`config.mk`:
```
export PLATFORM = sky130hd
export DESIGN_NAME = rr_sample_arbiter_flat
export DESIGN_NICKNAME = d
export VERILOG_FILES = /design/src/rtl/rr_sample_arbiter_if.sv /design/src/rtl/rr_sample_arbiter.sv /design/src/flat_wrapper.sv
export SDC_FILE = /design/constraint.sdc
export NUM_CORES = 1
export LEC_CHECK = 0
export ABC_AREA = 1
export BUFFER_PORTS_ARGS = -buffer_cell sky130_fd_sc_hd__buf_2
export CORE_UTILIZATION = 40
export DETAILED_ROUTE_END_ITERATION = 8
export GPL_TIMING_DRIVEN = 0
export PLACE_DENSITY_LB_ADDON = 0.08
export SLEW_MARGIN = 10
export SYNTH_ARGS = -nofsm -noshare
export SYNTH_HDL_FRONTEND = slang
export SYNTH_SLANG_ARGS = --single-unit
```
`constraint.sdc`:
```
create_clock -name clk -period 1.5 [get_ports clk]
set_input_delay 0.075 -clock clk [delete_from_list [all_inputs] [get_ports clk]]
set_output_delay 0.075 -clock clk [all_outputs]
set_load 0.01 [all_outputs]
```
`src/rtl/rr_sample_arbiter_if.sv`:
```
// Bus bundle for rr_sample_arbiter: requester side (req/data_in/gnt) and
// consumer side (out_* valid/ready handshake).
interface rr_sample_arbiter_if #(
    parameter int N = 4,
    parameter int W = 1
) ();
    localparam int ID_W = $clog2(N);

    logic [N-1:0]    req;
    logic [N*W-1:0]  data_in;
    logic [N-1:0]    gnt;
    logic [W-1:0]    out_data;
    logic [ID_W-1:0] out_id;
    logic            out_valid;
    logic            out_ready;

    // Requesters plus consumer: drive requests and data, accept samples.
    modport master (
        output req, data_in, out_ready,
        input  gnt, out_data, out_id, out_valid
    );

    // Arbiter side.
    modport slave (
        input  req, data_in, out_ready,
        output gnt, out_data, out_id, out_valid
    );
endinterface

```
`src/rtl/rr_sample_arbiter.sv`:
```
// Round-robin arbiter sharing one registered capture stage among N requesters.
// IDLE -> GRANT (one cycle, gnt asserted) -> HOLD (sample presented until
// taken); a taken sample may chain straight into the next GRANT.
module rr_sample_arbiter #(
    parameter int N = 4,
    parameter int W = 1
) (
    input  logic              clk,
    input  logic              rst_n,
    rr_sample_arbiter_if.slave bus
);
    localparam int ID_W = $clog2(N);

    typedef enum logic [1:0] {
        IDLE,
        GRANT,
        HOLD
    } state_t;

    state_t          state, state_nx;
    logic [ID_W-1:0] sel, sel_nx;
    logic [ID_W-1:0] last, last_nx;
    logic [N-1:0]    gnt_q, gnt_nx;
    logic [W-1:0]    data_q, data_nx;
    logic [ID_W-1:0] id_q, id_nx;
    logic            valid_q, valid_nx;

    logic [ID_W-1:0] pick;
    logic            hi_found;
    logic            lo_found;
    logic [N-1:0]    pick_onehot;
    logic [W-1:0]    cap_data;

    assign bus.gnt       = gnt_q;
    assign bus.out_data  = data_q;
    assign bus.out_id    = id_q;
    assign bus.out_valid = valid_q;

    // Round-robin winner: first requester above the last winner, otherwise
    // the lowest requester at or below it (the wrapped part of the scan).
    always_comb begin
        pick     = '0;
        hi_found = 1'b0;
        lo_found = 1'b0;
        for (int unsigned i = 0; i < N; i++) begin
            if (!hi_found && bus.req[i] && (ID_W'(i) > last)) begin
                hi_found = 1'b1;
                pick     = ID_W'(i);
            end
        end
        if (!hi_found) begin
            for (int unsigned i = 0; i < N; i++) begin
                if (!lo_found && bus.req[i]) begin
                    lo_found = 1'b1;
                    pick     = ID_W'(i);
                end
            end
        end
    end

    // One-hot grant vector for the winner and the granted requester's data.
    always_comb begin
        pick_onehot = '0;
        cap_data    = '0;
        for (int unsigned i = 0; i < N; i++) begin
            pick_onehot[i] = (ID_W'(i) == pick);
            if (ID_W'(i) == sel) begin
                cap_data = bus.data_in[i*W +: W];
            end
        end
    end

    // Next-state and next-output logic for the grant/capture/hold sequence.
    always_comb begin
        state_nx = state;
        sel_nx   = sel;
        last_nx  = last;
        gnt_nx   = '0;
        data_nx  = data_q;
        id_nx    = id_q;
        valid_nx = valid_q;
        case (state)
            IDLE: begin
                if (|bus.req) begin
                    sel_nx   = pick;
                    gnt_nx   = pick_onehot;
                    state_nx = GRANT;
                end
            end
            GRANT: begin
                // Capture is committed even if the request dropped meanwhile.
                data_nx  = cap_data;
                id_nx    = sel;
                valid_nx = 1'b1;
                last_nx  = sel;
                state_nx = HOLD;
            end
            HOLD: begin
                if (bus.out_ready) begin
                    valid_nx = 1'b0;
                    if (|bus.req) begin
                        sel_nx   = pick;
                        gnt_nx   = pick_onehot;
                        state_nx = GRANT;
                    end else begin
                        state_nx = IDLE;
                    end
                end
            end
            default: begin
                state_nx = IDLE;
                valid_nx = 1'b0;
            end
        endcase
    end

    // State and output registers; reset clears the held sample immediately.
    always_ff @(posedge clk or negedge rst_n) begin
        if (!rst_n) begin
            state   <= IDLE;
            sel     <= '0;
            last    <= ID_W'(N - 1);
            gnt_q   <= '0;
            data_q  <= '0;
            id_q    <= '0;
            valid_q <= 1'b0;
        end else begin
            state   <= state_nx;
            sel     <= sel_nx;
            last    <= last_nx;
            gnt_q   <= gnt_nx;
            data_q  <= data_nx;
            id_q    <= id_nx;
            valid_q <= valid_nx;
        end
    end
endmodule

```
`src/flat_wrapper.sv`:
```
// flat-port wrapper written by rule: the top's interface ports become plain ports
module rr_sample_arbiter_flat 
#(
    parameter int N = 4,
    parameter int W = 1
)
  (clk, rst_n, bus_req, bus_data_in, bus_out_ready, bus_gnt, bus_out_data, bus_out_id, bus_out_valid);
  rr_sample_arbiter_if #(.N(N), .W(W)) bus_i ();
  input  logic clk;
  input  logic rst_n;
  input wire logic [$bits(bus_i.req)-1:0] bus_req;
  input wire logic [$bits(bus_i.data_in)-1:0] bus_data_in;
  input wire logic [$bits(bus_i.out_ready)-1:0] bus_out_ready;
  output wire logic [$bits(bus_i.gnt)-1:0] bus_gnt;
  output wire logic [$bits(bus_i.out_data)-1:0] bus_out_data;
  output wire logic [$bits(bus_i.out_id)-1:0] bus_out_id;
  output wire logic [$bits(bus_i.out_valid)-1:0] bus_out_valid;
  assign bus_i.req = bus_req;
  assign bus_i.data_in = bus_data_in;
  assign bus_i.out_ready = bus_out_ready;
  assign bus_gnt = bus_i.gnt;
  assign bus_out_data = bus_i.out_data;
  assign bus_out_id = bus_i.out_id;
  assign bus_out_valid = bus_i.out_valid;
  rr_sample_arbiter #(.N(N), .W(W)) u_core (.clk(clk), .rst_n(rst_n), .bus(bus_i));
endmodule
```
== After elaboration in Yosys (flattened, before gate mapping) ==
Index checks and enable logic that the tools add are counted.

* Flip-flop bits (word level): 14
* Input port bits: 11
* Output and inout port bits: 8

* Magnitude comparators: 4
* Equal/unequal tests: 10
* Mux-type cells: 34
* Bitwise gates (word level): 1
* Reduce and logical (&&, ||, !) cells: 24

{| class="wikitable"
|+ Operator list
! cell !! number
|-
| 2-bit 2-to-1 mux || 11
|-
| 1-bit 2-to-1 mux || 17
|-
| 1-bit logical AND || 10
|-
| 2-bit == test (first input constant) || 4
|-
| 4-bit 2-to-1 mux || 2
|-
| 4-bit one-hot mux with 2 select lines || 1
|-
| 1-bit zero test || 6
|-
| 2-bit zero test || 3
|-
| 2-bit one-hot mux with 3 select lines || 1
|-
| 2-bit AND reduction || 3
|-
| 1-bit by 2-bit == test with 1-bit output (first input constant) || 2
|-
| 1-bit by 2-bit > comparator with 1-bit output (first input constant) || 2
|-
| 2-bit > comparator (first input constant) || 2
|-
| 2-bit one-hot mux with 2 select lines || 1
|-
| 4-bit OR reduction || 1
|-
| 1-bit one-hot mux with 3 select lines || 1
|-
| 2-bit by 1-bit == test with 1-bit output (second input constant) || 1
|-
| 2-bit == test (second input constant) || 1
|-
| 2-bit by 1-bit inequality test with 1-bit output (second input constant) || 1
|-
| 2-bit inequality test (second input constant) || 1
|-
| 2-bit nonzero test || 1
|-
| 1-bit inverter || 1
|}

== Longest topological paths before layout ==
Gate-level depths: netlist of the first run.

* Depth in word-level cells: 32
* Depth in mapped cells: 7
* Depth with buffers taken out: 7

== Least setup slack after synthesis of the first run ==
OpenSTA, ideal clock, no wires.

* Path kind: register to register
* From: reg u_core.last[1]
* To: reg u_core.sel[0]
* Setup time: 0.120 ns
* Data arrival time: 0.948 ns
* Slack: 0.432 ns
* Stages on the path, launching flop included: 8
* Buffers on the path: 0
* Path through: dfstp_2 -> nand2_1 -> nand2_1 -> nor2_2 -> nor2_4 -> nand2_2 -> nand2_2 -> nand2_1

* Cells in the longest elaborated chain, start to end: 23
* Elaborated cells between the ends (all ways): 29

{| class="wikitable"
|+ RTL lines
! item !! line !! source
|-
| start: declaration || rr_sample_arbiter.sv:22 || <nowiki>logic [ID_W-1:0] last, last_nx;</nowiki>
|-
| start signal: assignment || rr_sample_arbiter.sv:122 || <nowiki>last <= ID_W'(N - 1);</nowiki>
|-
| start signal: assignment || rr_sample_arbiter.sv:130 || <nowiki>last <= last_nx;</nowiki>
|-
| 1-bit by 2-bit > comparator with 1-bit output || rr_sample_arbiter.sv:46 || <nowiki>if (!hi_found && bus.req[i] && (ID_W'(i) > last)) begin</nowiki>
|-
| 1-bit logical AND || rr_sample_arbiter.sv:46 ||
|-
| 1-bit 2-to-1 mux || rr_sample_arbiter.sv:46 ||
|-
| 1-bit zero test || rr_sample_arbiter.sv:46 ||
|-
| 1-bit logical AND (2 in series) || rr_sample_arbiter.sv:46 ||
|-
| 1-bit 2-to-1 mux || rr_sample_arbiter.sv:46 ||
|-
| 1-bit zero test || rr_sample_arbiter.sv:46 ||
|-
| 1-bit logical AND (2 in series) || rr_sample_arbiter.sv:46 ||
|-
| 1-bit 2-to-1 mux || rr_sample_arbiter.sv:46 ||
|-
| 1-bit zero test || rr_sample_arbiter.sv:46 ||
|-
| 1-bit logical AND (2 in series) || rr_sample_arbiter.sv:46 ||
|-
| 2-bit 2-to-1 mux || rr_sample_arbiter.sv:46 ||
|-
| 2-bit 2-to-1 mux (4 in series) || rr_sample_arbiter.sv:53 || <nowiki>if (!lo_found && bus.req[i]) begin</nowiki>
|-
| 2-bit 2-to-1 mux (*) || rr_sample_arbiter.sv:51 || <nowiki>if (!hi_found) begin</nowiki>
|-
| 2-bit 2-to-1 mux (*) || rr_sample_arbiter.sv:84, rr_sample_arbiter.sv:101 ||
|-
| 2-bit 2-to-1 mux || rr_sample_arbiter.sv:99 || <nowiki>if (bus.out_ready) begin</nowiki>
|-
| 2-bit one-hot mux with 2 select lines (*) || rr_sample_arbiter.sv:82 || <nowiki>case (state)</nowiki>
|-
| end signal: assignment || rr_sample_arbiter.sv:129 || <nowiki>sel <= sel_nx;</nowiki>
|-
| end: declaration || rr_sample_arbiter.sv:21 || <nowiki>logic [ID_W-1:0] sel, sel_nx;</nowiki>
|}

Mark *: on every way between the ends. The rest lies on a longest branch, timed or not. The select of a mux whose other input is x is not followed.
A chain may end at the register's enable or synchronous reset.

== Worst setup path in the final report of the first run ==
* From: reg u_core.last[1]
* To: reg u_core.gnt_q[2], in the netlist u_core.bus.gnt[2]

* Cells in the longest elaborated chain, start to end: 24
* Elaborated cells between the ends (all ways): 30

{| class="wikitable"
|+ RTL lines
! item !! line !! source
|-
| 1-bit by 2-bit > comparator with 1-bit output || rr_sample_arbiter.sv:46 ||
|-
| 1-bit logical AND || rr_sample_arbiter.sv:46 ||
|-
| 1-bit 2-to-1 mux || rr_sample_arbiter.sv:46 ||
|-
| 1-bit zero test || rr_sample_arbiter.sv:46 ||
|-
| 1-bit logical AND (2 in series) || rr_sample_arbiter.sv:46 ||
|-
| 1-bit 2-to-1 mux || rr_sample_arbiter.sv:46 ||
|-
| 1-bit zero test || rr_sample_arbiter.sv:46 ||
|-
| 1-bit logical AND (2 in series) || rr_sample_arbiter.sv:46 ||
|-
| [4 not listed] || - ||
|-
| 2-bit 2-to-1 mux || rr_sample_arbiter.sv:46 ||
|-
| 2-bit 2-to-1 mux (4 in series) || rr_sample_arbiter.sv:53 ||
|-
| 2-bit 2-to-1 mux (*) || rr_sample_arbiter.sv:51 ||
|-
| 2-bit == test (*) || rr_sample_arbiter.sv:66 || <nowiki>pick_onehot[i] = (ID_W'(i) == pick);</nowiki>
|-
| 4-bit 2-to-1 mux (*) || rr_sample_arbiter.sv:84, rr_sample_arbiter.sv:101 ||
|-
| 4-bit 2-to-1 mux || rr_sample_arbiter.sv:99 ||
|-
| 4-bit one-hot mux with 2 select lines (*) || rr_sample_arbiter.sv:82 ||
|-
| named net u_core.gnt_nx[2] || rr_sample_arbiter.sv:23 || <nowiki>logic [N-1:0] gnt_q, gnt_nx;</nowiki>
|-
| end signal: assignment || rr_sample_arbiter.sv:131 || <nowiki>gnt_q <= gnt_nx;</nowiki>
|-
| end: declaration || rr_sample_arbiter.sv:23 ||
|}

The timed path passes the listed nets; every way through them passes the cells marked *.

==> results of run 1 <==
-- timing repair --
item / CTS / global route
resized for setup: 0 / 0
endpoints found under the setup margin: 0 / 0
hold buffers: 1 / 0
endpoints found under the hold margin: 14 / 0
-- power groups by stage --
stage / registers, mW / logic, mW / clock network (mW)
4_1_cts: 0.663 / 0.701 / 0.222
6_report: 0.662 / 0.687 / 0.215
3_3_place_gp: 0.668 / 0.680 / 0
5_1_grt: 0.687 / 0.791 / 0.234
3_5_place_dp: 0.670 / 0.695 / 0
2_1_floorplan: 0.700 / 0.465 / 0
-- area by class of cell --
class	instances	area share
clock buffers	4	0.0318
inverters	14	0.0635
multi-input cells	50	0.333
flip-flops and latches	14	0.427
well taps	16	0.0242
repair buffers	19	0.121
-- worst max-delay path by stage --
stage	endpoint	slack [ps]	depth (start not counted)
6_report	u_core.bus.gnt[2]$_DFF_PN0_	360	7
5_1_grt	u_core.sel[1]$_DFFE_PN0P_	220	7
4_1_cts	u_core.sel[1]$_DFFE_PN0P_	350	7
3_5_place_dp	u_core.sel[1]$_DFFE_PN0P_	360	7
3_3_place_gp	u_core.bus.gnt[2]$_DFF_PN0_	350	7
2_1_floorplan	u_core.sel[0]$_DFFE_PN0P_	430	7
-- layout by cell type (no fill, tap or decap), drive strengths merged --
cell / instances
a21oi: 2
o21a: 1
clkbuf: 4
inv: 14
buf: 18
nor2: 11
nand2: 23
dfstp: 2
dfrtp: 12
o21ai: 8
dlygate4sd3: 1
nand3: 5
-- logic make-up (layout without fill, tap and decap cells) --
logic type / count (synthesis) / count (layout) / share of synthesized area
compound gates: 11 / 11 / 0.101
buf+inv: 14 / 37 / 0.0772
simple gates: 39 / 39 / 0.303
flops: 14 / 14 / 0.518
-- routing by layer --
layer / share of wire / wire length [um] / vias to the layer above
met1: 0.48 / 574 / 251
met5: 0 / 0 / -
met4: 0.015 / 18 / 0
met3: 0.038 / 45 / 2
li1: - / - / 288
met2: 0.47 / 558 / 10
-- registers in the layout (all words and copies together), names as in the netlist --
signal / cells
u_core.sel: 2
u_core.state: 2
u_core.bus.gnt: 4
u_core.bus.out_data: 1
u_core.bus.out_id: 2
u_core.last: 2
u_core.bus.out_valid: 1
-- critical path, cell delays in order, from the launching register on --
cell     delay, ps
dfstp_2        560
nand2_1         50
nand2_1         90
nand2_1         50
nand2_1         60
nand2_1        100
inv_1           90
nor2_1          50
==> flow_summary_export.csv, run 1 <==
group,metric,value,unit
timing,tightest_slew,307,ps
floorplanning,num_io_pins,19,
timing,skew,4.43,ps
timing,finalSetupViolCount,0,
pwr,powerDensity,1890,nW/um^2
global_routing,grt_busiest_layer,"met2",
worst_setup_path,critical_path_required,1670,ps
worst_hold_path,hp-class,"in -> reg",
timing,post-route-period-util,0.763,
pwr,p_comb_frac,0.439,
cells_and_area,final_area,827,um^2
pwr,swShare,0.403,
status,status,"completed",
clock_network,clockRootBuffer,"clkbuf_4",
place,place_ws,359,ps
global_routing,met3_usage,0.0255,
logic_synthesis,syn_avg_cell_area,8.73,um^2
clock_network,path_clk_slew,80,ps
pwr,ir_drop,1150,uV
floorplanning,dieArea,1870,um^2
global_routing,antenna_found_initial,0,
global_routing,grt_pass1_vias,543,
place,globalplace.congestion,0.736,
logic_synthesis,synth_top_area_frac,0.441,
clock_network,cts_max_level,1,
worst_setup_path,reg2reg_from,"u_core.last[1]$_DFFE_PN1P_",
cells_and_area,utilization,0.537,
place,port_buffers,18,
clock_network,tritoncts,"yes",
pwr,p_total,1.56,mW
place,dp_hpwl,958,um
place,dp.cells,112,
worst_setup_path,crit_arrival,1310,ps
logic_synthesis,async_flop_share,1.00,
timing,setup_ws,356,ps
cells_and_area,multi_input_area,275,um^2
clock_network,cts_buffer_depth,2,
place,placed_area,791,um^2
cells_and_area,register_area,353,um^2
logic_synthesis,synth_top_cell_by_area,"dfrtp_1",
floorplanning,die_h,43.3,um
worst_setup_path,end_kind,"flop",
floorplanning,initial_core_util,0.442,
routing,vias_per_cell,4.71,
logic_synthesis,synth.area.top_cells,"dfrtp_1 44%, nand2_1 10%, dfstp_2 7.7%",
logic_synthesis,synth-seq-area-share,0.518,
clock_network,postCtsSetupRepairBufs,0,
timing,slew_violations,0,
floorplanning,rows,14,
cells_and_area,fillers,143,
worst_setup_path,reg2reg_depth,7,
timing,layout_min_cycle_time,1140,ps
routing,drc_errors,0,
logic_synthesis,synth_ff_type,"dfrtp_1",
timing,max_freq,0.874,GHz
routing,dr.pass1.iters,1,
timing,rsz0062_at_grt,"false",
pwr,clockPowerShare,0.137,
logic_synthesis,ys_warn_count,0,
timing,maxSlewHeadroom,0.795,
floorplanning,core_area,1540,um^2
timing,holdWs,110,ps
logic_synthesis,synth_seq_cells,14,
floorplanning,die_w,43.3,um
worst_setup_path,crit_type,"reg -> reg",
routing,drt_iter0_drc,0,
routing,vias,551,
clock_network,clock_latency,270,ps
logic_synthesis,synthCells,78,
worst_setup_path,worst_setup_path_start_kind,"flop",
flow_run,maxCapViolCount,0,
pwr,p_int,934,uW
global_routing,met1_usage,0.201,
worst_setup_path,crit_start,"u_core.last[1]$_DFFE_PN1P_",
logic_synthesis,ys_types,17,
global_routing,track_usage,0.161,
routing,wl_per_cell,10.2,um
cells_and_area,diodes,0,
timing,setup_tns,0,ps
logic_synthesis,syn_area,681,um^2
global_routing,grt_pass1_wl,2230,um
timing,hold_viol,0,
clock_network,cts_buffers,3,
pwr,p_seq_frac,0.423,
worst_hold_path,holdPathStages,4,
clock_network,cts_sinks,14,
cells_and_area,fin_nets,113,
cells_and_area,stdcell_count,117,
routing,ant_nets,0,
routing,wl,1200,um
global_routing,grt.met2_usage,0.269,
worst_setup_path,ff2ff_setup_slack,360,ps
global_routing,grt.overflow.total,0,
logic_synthesis,synth_enable_flop_cells,0,
worst_hold_path,min_from,"bus_out_ready",
logic_synthesis,synthTopCellsByCount,"19 x nand2_1, 12 x dfrtp_1, 7 x inv_1, 7 x inv_2",
cells_and_area,area_delta_synth_final,21.5,%
global_routing,grt_max_degree,15,
logic_synthesis,synth.most_common_cell,"nand2_1",
pwr,leakage,0.458,nW
cells_and_area,layout-drive-gt1-share,0.426,
logic_synthesis,syn-num-nets,89,
worst_hold_path,hold_path_end,"u_core.bus.out_valid$_DFFE_PN0P_",
pwr,power.net_switching,630,uW
worst_setup_path,reg2reg_to,"u_core.bus.gnt[2]$_DFF_PN0_",
worst_setup_path,worstPathMaxFanout,4,
No activity file was read; power rests on OpenSTA's default activity.
==> inputs of run 2 (changes only) <==
==> constraint.sdc (replaced) <==
create_clock -name clk -period 0.99 [get_ports clk]
set_input_delay 0.0495 -clock clk [delete_from_list [all_inputs] [get_ports clk]]
set_output_delay 0.0495 -clock clk [all_outputs]
set_load 0.01 [all_outputs]
==> run 2 against run 1 <==
Cell count increased by 0.85%. Final area grew 3.3%. Register-to-register slack worse by 490 ps. Highest routed layer unchanged. Worst hold slack got worse by 30 ps. Count of clock-buffer cells in the layout unchanged. First-iteration DRC count grew 5. Critical endpoint is now u_core.sel[0]$_DFFE_PN0P_. Clock skew increased by 3.2 ps. The flow now finishes with violations (negative setup slack).
==> flow_summary_export.csv, run 2 (synthesized netlist as in run 1, its figures left out) <==
group,metric,value,unit
worst_setup_path,crit_type,"reg -> reg",
routing,wl_per_cell,9.92,um
worst_setup_path,worst_setup_path_start_kind,"flop",
cells_and_area,mostFrequentLayoutCells,"18 x buf_2, 17 x nand2_1, 12 x dfrtp_1",
timing,setup_tns,-735,ps
floorplanning,core_area,1540,um^2
global_routing,track_usage,0.151,
cells_and_area,final_area,855,um^2
routing,ant_nets,0,
clock_network,cts_sinks,14,
status,status,"complete, but fails checks",
clock_network,path_clk_slew,90,ps
floorplanning,num_io_pins,19,
global_routing,grt_max_degree,15,
clock_network,clockRootBuffer,"clkbuf_4",
worst_setup_path,max_stage_delay,560,ps
timing,rsz0062_at_grt,"true",
worst_hold_path,hp-class,"in -> reg",
timing,post-route-period-util,1.14,
cells_and_area,layout-drive-gt1-share,0.480,
cells_and_area,fin_nets,114,
floorplanning,rows,14,
floorplanning,die_h,43.3,um
worst_setup_path,crit_arrival,1290,ps
routing,drc_errors,0,
place,dp_hpwl,900,um
pwr,leakage,0.467,nW
pwr,ir_drop,1680,uV
global_routing,grt_pass1_vias,497,
floorplanning,die_w,43.3,um
place,dp.cells,112,
timing,maxSlewHeadroom,0.797,
worst_hold_path,hold_path_end,"u_core.bus.out_valid$_DFFE_PN0P_",
status,violations,"negative setup slack",
flow_run,maxCapViolCount,0,
cells_and_area,final_common_cell,"buf_2",
worst_setup_path,worstPathMaxFanout,3,
worst_setup_path,reg2reg_to,"u_core.sel[0]$_DFFE_PN0P_",
timing,finalSetupViolCount,6,
routing,vias,531,
timing,tightest_slew,305,ps
global_routing,grt.met2_usage,0.200,
timing,skew,7.64,ps
timing,setup_ws,-136,ps
global_routing,grt_pass1_wl,2040,um
routing,wl,1170,um
worst_setup_path,critical_path_required,1160,ps
worst_hold_path,holdPathStages,4,
worst_setup_path,ff2ff_setup_slack,-140,ps
timing,layout_min_cycle_time,1130,ps
worst_hold_path,min_from,"bus_out_ready",
routing,vias_per_cell,4.50,
timing,slew_violations,0,
cells_and_area,area_delta_synth_final,25.6,%
place,placed_area,793,um^2
floorplanning,dieArea,1870,um^2
cells_and_area,largest_reg_flops,4,
pwr,powerDensity,2940,nW/um^2
timing,hold_viol,0,
cells_and_area,utilization,0.554,
floorplanning,initial_core_util,0.442,
cells_and_area,stdcell_count,118,
worst_setup_path,path_cells,"nand2_1, nand2_2, nor2_2, nor2_4, nand2_2, nand2_2, nand2_1",
pwr,p_total,2.51,mW
cells_and_area,diodes,0,
global_routing,grt.overflow.total,0,
clock_network,cts_max_level,1,
worst_setup_path,cpMaxStageDelayCell,"dfstp_2",
clock_network,cts_buffers,3,
worst_setup_path,worst-path-buf-inv,0,
routing,drt_iter0_drc,5,
place,port_buffers,18,
clock_network,tritoncts,"yes",
clock_network,clock_latency,280,ps
global_routing,antenna_found_initial,0,
worst_setup_path,reg2reg_from,"u_core.last[1]$_DFFE_PN1P_",
worst_setup_path,crit_family,"flip-flops",
global_routing,met1_usage,0.217,
clock_network,cts_buffer_depth,2,
worst_setup_path,crit_top_cell,"nand2_2",
place,globalplace.congestion,0.717,
worst_setup_path,reg2reg_depth,7,
timing,max_freq,0.888,GHz
global_routing,grt_busiest_layer,"met1",
routing,dr.pass1.iters,4,
worst_setup_path,end_kind,"flop",
global_routing,met3_usage,0.0255,
[run 2: area by class of cell]
class / count / area [um^2]
fillers: 158 / 687
repair buffers: 20 / 108
well taps: 16 / 20.0
clock buffers: 4 / 36.3
flip-flops and latches: 14 / 353
multi-input cells: 50 / 285
inverters: 14 / 52.6
[run 2: where the power goes]
| part | leakage (nW) | total [mW] | switching [mW] | internal [mW] |
|---|---|---|---|---|
| logic | 0.274 | 1.10 | 0.650 | 0.447 |
| clock network | 0.0210 | 0.408 | 0.184 | 0.223 |
| registers | 0.173 | 1.01 | 0.156 | 0.852 |
[run 2: how the worst max path moves through the flow]
stage	start	to	cells past startpoint
6_report	u_core.last[1]$_DFFE_PN1P_	u_core.sel[0]$_DFFE_PN0P_	7
2_1_floorplan	u_core.last[1]$_DFFE_PN1P_	u_core.sel[0]$_DFFE_PN0P_	7
3_3_place_gp	u_core.last[1]$_DFFE_PN1P_	u_core.sel[0]$_DFFE_PN0P_	7
3_5_place_dp	u_core.last[1]$_DFFE_PN1P_	u_core.sel[0]$_DFFE_PN0P_	7
4_1_cts	u_core.last[1]$_DFFE_PN1P_	u_core.sel[0]$_DFFE_PN0P_	7
5_1_grt	u_core.last[1]$_DFFE_PN1P_	u_core.bus.gnt[1]$_DFF_PN0_	6
[run 2: metal layers]
layer / up-vias / part of all wire
met5: - / 0
met4: 0 / 0.015
met3: 2 / 0.045
met2: 12 / 0.41
met1: 229 / 0.53
li1: 288 / -
[run 2: metrics by stage]
| step | setup WS (ps) | hold WS (ps) |
|---|---|---|
| final | -136 | 80.5 |
| after global routing | -201 | 88.9 |
| after CTS | -131 | 74.8 |
| after detailed placement | -131 | -36.7 |
| after global placement | -134 | -41.4 |
| after floorplan | -77.8 | -246 |
[run 2: worst min-delay path, cell delays in order]
cell	delay, ps
buf_2	110
nand2_1	50
nand3_1	60
nand2_1	40
[run 2: what timing repair did]
action	in CTS	in global routing
hold buffers	1	0
buffers inserted	0	1
pin swaps	1	4
setup endpoints to repair	7	7
gates resized for setup	2	2
endpoints found under the hold margin	14	0
